**src/rtl/mux2_stream_pkg.sv**
```systemverilog
// Shared types for the 2-to-1 packet-aware stream merger.
package mux2_stream_pkg;

  typedef enum logic [1:0] {
    IDLE  = 2'd0,
    LOCK0 = 2'd1,
    LOCK1 = 2'd2
  } state_e;

  localparam logic SRC0 = 1'b0;
  localparam logic SRC1 = 1'b1;

  function automatic state_e lock_state(input logic src);
    return (src == SRC1) ? LOCK1 : LOCK0;
  endfunction

endpackage

```
**src/rtl/mux2_stream_arb_rr_arb2.sv**
```systemverilog
// Two-requester round-robin grant; when locked only the locked source may win.
module rr_arb2
  import mux2_stream_pkg::*;
(
  input  logic [1:0] req,
  input  logic       ptr,
  input  logic       lock,
  input  logic       lock_id,
  output logic [1:0] gnt
);

  always_comb begin
    gnt = '0;
    if (lock) begin
      gnt[lock_id] = req[lock_id];
    end else if (req == 2'b11) begin
      gnt[ptr] = 1'b1;
    end else begin
      gnt = req;
    end
  end

endmodule

```
**src/rtl/mux2_stream_arb.sv**
```systemverilog
// 2-to-1 valid/ready stream mux with per-packet locking and a registered output.
module mux2_stream_arb
  import mux2_stream_pkg::*;
#(
  parameter int unsigned DATA_W = 8
) (
  input  logic              clk,
  input  logic              rst,
  input  logic [DATA_W-1:0] in0_data,
  input  logic              in0_valid,
  input  logic              in0_last,
  output logic              in0_ready,
  input  logic [DATA_W-1:0] in1_data,
  input  logic              in1_valid,
  input  logic              in1_last,
  output logic              in1_ready,
  output logic [DATA_W-1:0] out_data,
  output logic              out_valid,
  output logic              out_last,
  input  logic              out_ready,
  output logic              out_sel
);

  state_e            state_q, state_d;
  logic              ptr_q, ptr_d;
  logic [DATA_W-1:0] out_data_q, out_data_d;
  logic              out_valid_q, out_valid_d;
  logic              out_last_q, out_last_d;
  logic              out_sel_q, out_sel_d;

  logic [1:0]        gnt;
  logic [1:0]        ready;
  logic [1:0]        xfer;
  logic              can_load;
  logic              lock;
  logic              lock_id;
  logic              xfer_any;
  logic              xfer_src;
  logic              xfer_last;
  logic [DATA_W-1:0] xfer_data;

  assign lock    = (state_q != IDLE);
  assign lock_id = (state_q == LOCK1) ? SRC1 : SRC0;

  rr_arb2 u_arb (
    .req     ({in1_valid, in0_valid}),
    .ptr     (ptr_q),
    .lock    (lock),
    .lock_id (lock_id),
    .gnt     (gnt)
  );

  // Readies are forced low while reset is held so nothing is accepted then.
  assign can_load  = !out_valid_q || out_ready;
  assign ready     = gnt & {2{can_load & ~rst}};
  assign in0_ready = ready[0];
  assign in1_ready = ready[1];

  assign xfer      = {in1_valid, in0_valid} & ready;
  assign xfer_any  = |xfer;
  assign xfer_src  = xfer[1] ? SRC1 : SRC0;
  assign xfer_last = xfer[1] ? in1_last : in0_last;
  assign xfer_data = xfer[1] ? in1_data : in0_data;

  always_comb begin
    state_d = state_q;
    ptr_d   = ptr_q;
    unique case (state_q)
      IDLE: begin
        if (xfer_any) begin
          if (xfer_last) ptr_d = ~xfer_src;
          else           state_d = lock_state(xfer_src);
        end
      end
      LOCK0, LOCK1: begin
        if (xfer_any && xfer_last) begin
          state_d = IDLE;
          ptr_d   = ~xfer_src;
        end
      end
      default: state_d = IDLE;
    endcase
  end

  always_comb begin
    out_data_d  = out_data_q;
    out_valid_d = out_valid_q;
    out_last_d  = out_last_q;
    out_sel_d   = out_sel_q;
    if (xfer_any) begin
      out_data_d  = xfer_data;
      out_valid_d = 1'b1;
      out_last_d  = xfer_last;
      out_sel_d   = xfer_src;
    end else if (out_ready) begin
      out_valid_d = 1'b0;
    end
  end

  always_ff @(posedge clk or posedge rst) begin
    if (rst) begin
      state_q     <= IDLE;
      ptr_q       <= SRC0;
      out_data_q  <= '0;
      out_valid_q <= 1'b0;
      out_last_q  <= 1'b0;
      out_sel_q   <= SRC0;
    end else begin
      state_q     <= state_d;
      ptr_q       <= ptr_d;
      out_data_q  <= out_data_d;
      out_valid_q <= out_valid_d;
      out_last_q  <= out_last_d;
      out_sel_q   <= out_sel_d;
    end
  end

  assign out_data  = out_data_q;
  assign out_valid = out_valid_q;
  assign out_last  = out_last_q;
  assign out_sel   = out_sel_q;

endmodule
```
**config.mk**
```make
export PLATFORM = sky130hd
export DESIGN_NAME = mux2_stream_arb
export DESIGN_NICKNAME = d
export VERILOG_FILES = /design/src/rtl/mux2_stream_pkg.sv /design/src/rtl/mux2_stream_arb_rr_arb2.sv /design/src/rtl/mux2_stream_arb.sv
export SDC_FILE = /design/constraint.sdc
export NUM_CORES = 1
export LEC_CHECK = 0
export BUFFER_PORTS_ARGS = -buffer_cell sky130_fd_sc_hd__clkbuf_2
export CAP_MARGIN = 10
export CORE_MARGIN = 2
export CORE_UTILIZATION = 44
export DETAILED_ROUTE_END_ITERATION = 6
export PLACE_DENSITY = 0.76
export SLEW_MARGIN = 30
export SYNTH_ARGS = -nofsm -noshare
export SYNTH_HDL_FRONTEND = slang
export SYNTH_SLANG_ARGS = --single-unit
```
**constraint.sdc**
```tcl
create_clock -name clk -period 2.3 [get_ports clk]
set_input_delay 0.345 -clock clk [delete_from_list [all_inputs] [get_ports clk]]
set_output_delay 0.345 -clock clk [all_outputs]
set_load 0.03 [all_outputs]
```
# == Word level (Yosys, flattened, before mapping) ==
# Cells that the tools add are included.
# op_classes
order_cmp,4
n_eq_ne,7
muxes,23
bitwise_logic,6
n_reduce_logical,13
# op_table
operator,count
1-bit two-way mux,12
2-bit two-way mux,6
8-bit two-way mux,1
2-bit != test (second input constant),4
2-bit bitwise AND,3
2-bit nonzero test,3
2-bit equality test (second input constant),2
1-bit by 2-bit less-than comparator with 1-bit output (second input constant),2
2-bit one-hot mux with 2 select lines,1
4-bit AND reduction,1
2-bit OR reduction,2
1-bit logical AND,3
3-bit AND reduction,1
1-bit demux with 1-bit select,2
2-bit by 1-bit equality test with 1-bit output (second input constant),1
1-bit greater-or-equal comparator (second input constant),2
2-bit logical NOT,1
1-bit inverter,2
1-bit one-hot mux with 2 select lines,1
1-bit bitwise AND,1
1-bit logical NOT,1
1-bit logical OR,1
# totals
ff_bits,14
out_inout_bits,13
word_cells,59

# == Depth between registers and ports, before layout ==
# logic_depth
ltp_word,15
depth_mapped,8
mapped_depth_nobuf,7

# == Cells and area by module ==
# Synthesis repeated with hierarchy kept, for this count alone.
# hier_totals
cells_unflattened,83
area_unflattened_um2,813.3
# modules_own_cells
mod,instances,cells_each,area_each_um2,seq_area_each_um2
mux2_stream_arb,1,78,777.0,350.3
rr_arb2,1,5,36.3,0.0

# == Worst setup path before layout ==
# Ideal clock, no wire load.
# synth_timing
path_kind,input port to flip-flop
start,input rst
end,register state_q[1]
arrival_ps,1534
t_required_ps,2178
setup_slack_ps,644
cell_stages,6
cell_sequence,inv_1 nand3_2 nor2_4 buf_6 nand3b_1 a32o_1
# synth_lines
item,line,source
"start, declared",mux2_stream_arb.sv:8,"input logic rst,"
1-bit inverter *,mux2_stream_arb.sv:55,assign ready = gnt & {2{can_load & ~rst}};
1-bit bitwise AND *,mux2_stream_arb.sv:55,
2-bit bitwise AND *,mux2_stream_arb.sv:55,
named net in0_ready,mux2_stream_arb.sv:12,"output logic in0_ready,"
2-bit bitwise AND *,mux2_stream_arb.sv:59,"assign xfer = {in1_valid, in0_valid} & ready;"
2-bit OR reduction *,mux2_stream_arb.sv:60,assign xfer_any = |xfer;
1-bit logical AND,mux2_stream_arb.sv:76,if (xfer_any && xfer_last) begin
2-bit != test (no line),-,
3-bit AND reduction (no line) *,-,
"end signal, assigned",mux2_stream_arb.sv:109,state_q <= state_d;
"end, declared",mux2_stream_arb.sv:24,"state_e state_q, state_d;"
# The timed path passes the listed nets; every way through them passes the cells marked *. The select of a mux whose other input is x is not followed.
# A chain may end at the register's enable or synchronous reset.

# == Final worst setup path ==
# layout_timing
start,register state_q[0]
end,output in0_ready
# layout_via
elab_chain_len,9
# layout_rtl
item,line,source
2-bit equality test,mux2_stream_arb.sv:43,assign lock_id = (state_q == LOCK1) ? SRC1 : SRC0;
1-bit two-way mux,mux2_stream_arb.sv:43,
1-bit by 2-bit less-than comparator with 1-bit output (implied by the code) or 1-bit greater-or-equal comparator (tied branches),mux2_stream_arb_rr_arb2.sv:15,gnt[lock_id] = req[lock_id];
1-bit logical AND (implied by the code),mux2_stream_arb_rr_arb2.sv:15,
1-bit two-way mux (implied by the code),mux2_stream_arb_rr_arb2.sv:15,
1-bit demux with 1-bit select,-,
2-bit bitwise AND (no line),-,
2-bit two-way mux *,mux2_stream_arb_rr_arb2.sv:14,if (lock) begin
2-bit bitwise AND *,mux2_stream_arb.sv:55,
"end, declared",mux2_stream_arb.sv:12,
# Mark *: on every way between the ends. The rest lies on a longest branch, timed or not. The select of a mux whose other input is x is not followed.

==> impl_metrics.py <==
metrics = {
    "power": {
        "ir_drop_v": 0.0005778,
        "power_mw": 1.296,
        "p_leak_nw": 0.5323,
        "power_per_cell_area_mw_per_mm2": 1321,
    },
    "critical_path": {
        "cp-start-kind": "register",
        "critPathMaxFanout": 15,
        "rr_endpoint": "state_q[1]",
        "reg2reg_slack_ns": 0.52,
        "crit_arrival_ns": 1.81,
        "reg2reg_from": "state_q[0]",
        "reg2regPathDepth": 6,
        "cp-end-kind": "primary output",
        "worstPathRequired_ns": 1.96,
        "critPathKind": "reg2out",
    },
    "global_routing": {
        "grt_max_degree": 16,
        "grt.overflow.total": 0,
        "grt_busiest_layer": "met2",
        "grt_util_all_layers_pct": 16.50,
        "antenna_found_initial": 0,
        "grtUsageMet1_pct": 23.19,
        "grt_pass1_wl_um": 2484,
        "grt_pass1_vias": 602,
        "grt_use_met3_pct": 4.365,
        "use_met2_pct": 24.51,
    },
    "logic_synthesis": {
        "synth_cells": 73,
        "synth_cell_types": 28,
        "netlist_area_um2": 768.2,
        "syn-num-nets": 98,
        "synth_top_area_cell": "dfrtp_1",
        "yosysSeqAreaShare_pct": 45.60,
        "ys_warn_count": 0,
        "ys_top_cells_by_area": "dfrtp_1 46%, a22o_1 8.0%, a21o_1 6.8%",
        "synth_top_area_share_pct": 45.60,
        "avgSynthCellArea_um2": 10.52,
        "ys_ff_latch": 14,
    },
    "clocking": {
        "clock_path_buffers": 2,
        "numCtsBuffers": 3,
        "tritoncts": "built",
        "root_buffer": "clkbuf_4",
        "h-tree-depth": 1,
        "cts_setup_buffers": 0,
        "clk_pin_slew_ns": 0.08,
        "postCtsHoldBufs": 0,
        "cts.sinks": 14,
        "clk_latency_ns": 0.27,
    },
    "floorplanning": {
        "die_h_um": 45.79,
        "start_util_pct": 45.48,
        "die-area_mm2": 0.002096,
        "num_rows": 15,
        "pin_count": 36,
        "die_w_um": 45.79,
        "core_region_area_mm2": 0.001689,
    },
    "route": {
        "ant_nets": 0,
        "wirelength_um": 1589,
        "drcViolationCount": 0,
        "wl_per_cell_um": 12.51,
        "first_pass_iters": 4,
        "post_drt_via_cell_ratio": 5.457,
        "drtIter0Drc": 19,
        "num_vias": 693,
    },
    "timing": {
        "rsz0062_at_grt": "no",
        "slew_headroom_pct": 75.18,
        "hold_violations": 0,
        "tightest_slew_ns": 0.3714,
        "finClkSkew_ns": 0.003033,
        "drv_slew": 0,
        "max_freq_mhz": 464.8,
        "fin_crit_sh_pct": 93.54,
        "setup_viol": 0,
        "setup_tns_ns": 0,
        "period_minus_slack_ns": 2.152,
    },
    "final_layout": {
        "syn_to_final_growth_pct": 27.69,
        "utilization_pct": 58.07,
        "fillers": 150,
        "nets": 137,
        "final_design_area_no_fill_um2": 980.9,
        "antenna-diode-count": 0,
        "drive_gt1_share_pct": 41.82,
    },
    "place": {
        "dp_hpwl_um": 1261,
        "placed_area_um2": 953.4,
        "gp_congestion": 0.9044,
        "placement.io_buffers": 35,
    },
    "job": {
        "maxCapViolCount": 0,
    },
    "status": {
        "status": "completed",
    },
    "hold_path": {
        "min_path_type": "in2async",
    },
}
cell families after synthesis:
logic type | share of synthesized area (%)
compound gates | 27.20
simple gates | 14.17
flops | 45.60
buf+inv | 5.375
mux | 4.397
fa+ha+maj | 3.257
synthesized netlist by cell type (all sizes together):
cell type  count
ha             2
a32o           1
nand3          2
or2            1
nor2           5
buf            2
dfrtp         14
o31ai          2
nand2b         2
inv            6
nand2          6
o21ai          6
a22o           7
a31oi          2
o2bb2a         1
a21o           7
mux2i          3
a41oi          1
nand3b         1
o2bb2ai        1
nor2b          1
power breakdown:
part	total [mW]	internal, mW	switching [mW]
logic	0.738	0.273	0.466
clock network	0.131	0.0604	0.0706
registers	0.426	0.362	0.0642
worst max-delay path, stage by stage, from the launching register on:
cell and delay [ns]:
dfrtp_1 0.38, inv_1 0.09, ha_1 0.26, o21ai_1 0.17, nor2_4 0.36, clkbuf_2 0.28
cell usage in the layout, fill, tap and decap left out:
master / count
clkbuf_2: 35
dfrtp_1: 14
a22o_1: 7
a21o_1: 7
inv_1: 6
nand2_1: 6
o21ai_1: 3
o21ai_0: 3
clkbuf_4: 3
nor2_4: 2
mux2i_1: 2
a31oi_1: 2
o31ai_1: 2
nor2_1: 2
ha_1: 2
nand2b_1: 1
nand3_1: 1
nand3_2: 1
nor2b_1: 1
nand2b_4: 1
mux2i_2: 1
nor2_2: 1
or2_2: 1
a41oi_1: 1
nand3b_1: 1
a32o_1: 1
o2bb2a_1: 1
o2bb2ai_1: 1
buf_4: 1
worst max path at each step:
stage	end	startpoint
after floorplan	state_q[1]	rst
after global placement	in1_ready	state_q[0]
after detailed placement	in1_ready	state_q[0]
after CTS	in1_ready	state_q[0]
after global routing	in0_ready	state_q[0]
final	in0_ready	state_q[0]
timing repair:
| item | CTS | global route |
|---|---|---|
| resized for setup | 0 | 1 |
| endpoints found under the setup margin | 0 | 1 |
| hold endpoints to repair | 0 | 0 |
registers in the layout (all words and copies together), names as in the netlist:
register / count
out_sel: 1
out_data: 8
out_valid: 1
out_last: 1
ptr_q: 1
state_q: 2
final cells by class:
| cell class | instances | area, µm² | area share [%] |
|---|---|---|---|
| inverters | 6 | 22.52 | 2.296 |
| repair buffers | 36 | 182.7 | 18.62 |
| multi-input cells | 51 | 381.6 | 38.90 |
| flip-flops and latches | 14 | 350.3 | 35.71 |
| clock buffers | 3 | 22.52 | 2.296 |
| well taps | 17 | 21.27 | 2.168 |
metal layers:
layer / wire (µm) / part of all wire (%)
met5: 0 / 0
met4: 0 / 0
met3: 128 / 8.1
met2: 788 / 50
met1: 672 / 42
stage by stage:
stage	hold WS [ns]	setup WS (ns)	cells
4_1_cts	0.1133	0.02971	127
6_report	0.1098	0.1485	127
5_1_grt	0.1228	0.01496	127
3_5_place_dp	0.4025	0.3458	124
3_3_place_gp	0.3839	0.4143	124
2_1_floorplan	0.2492	0.6445	73
No activity file was read; power rests on OpenSTA's default activity.
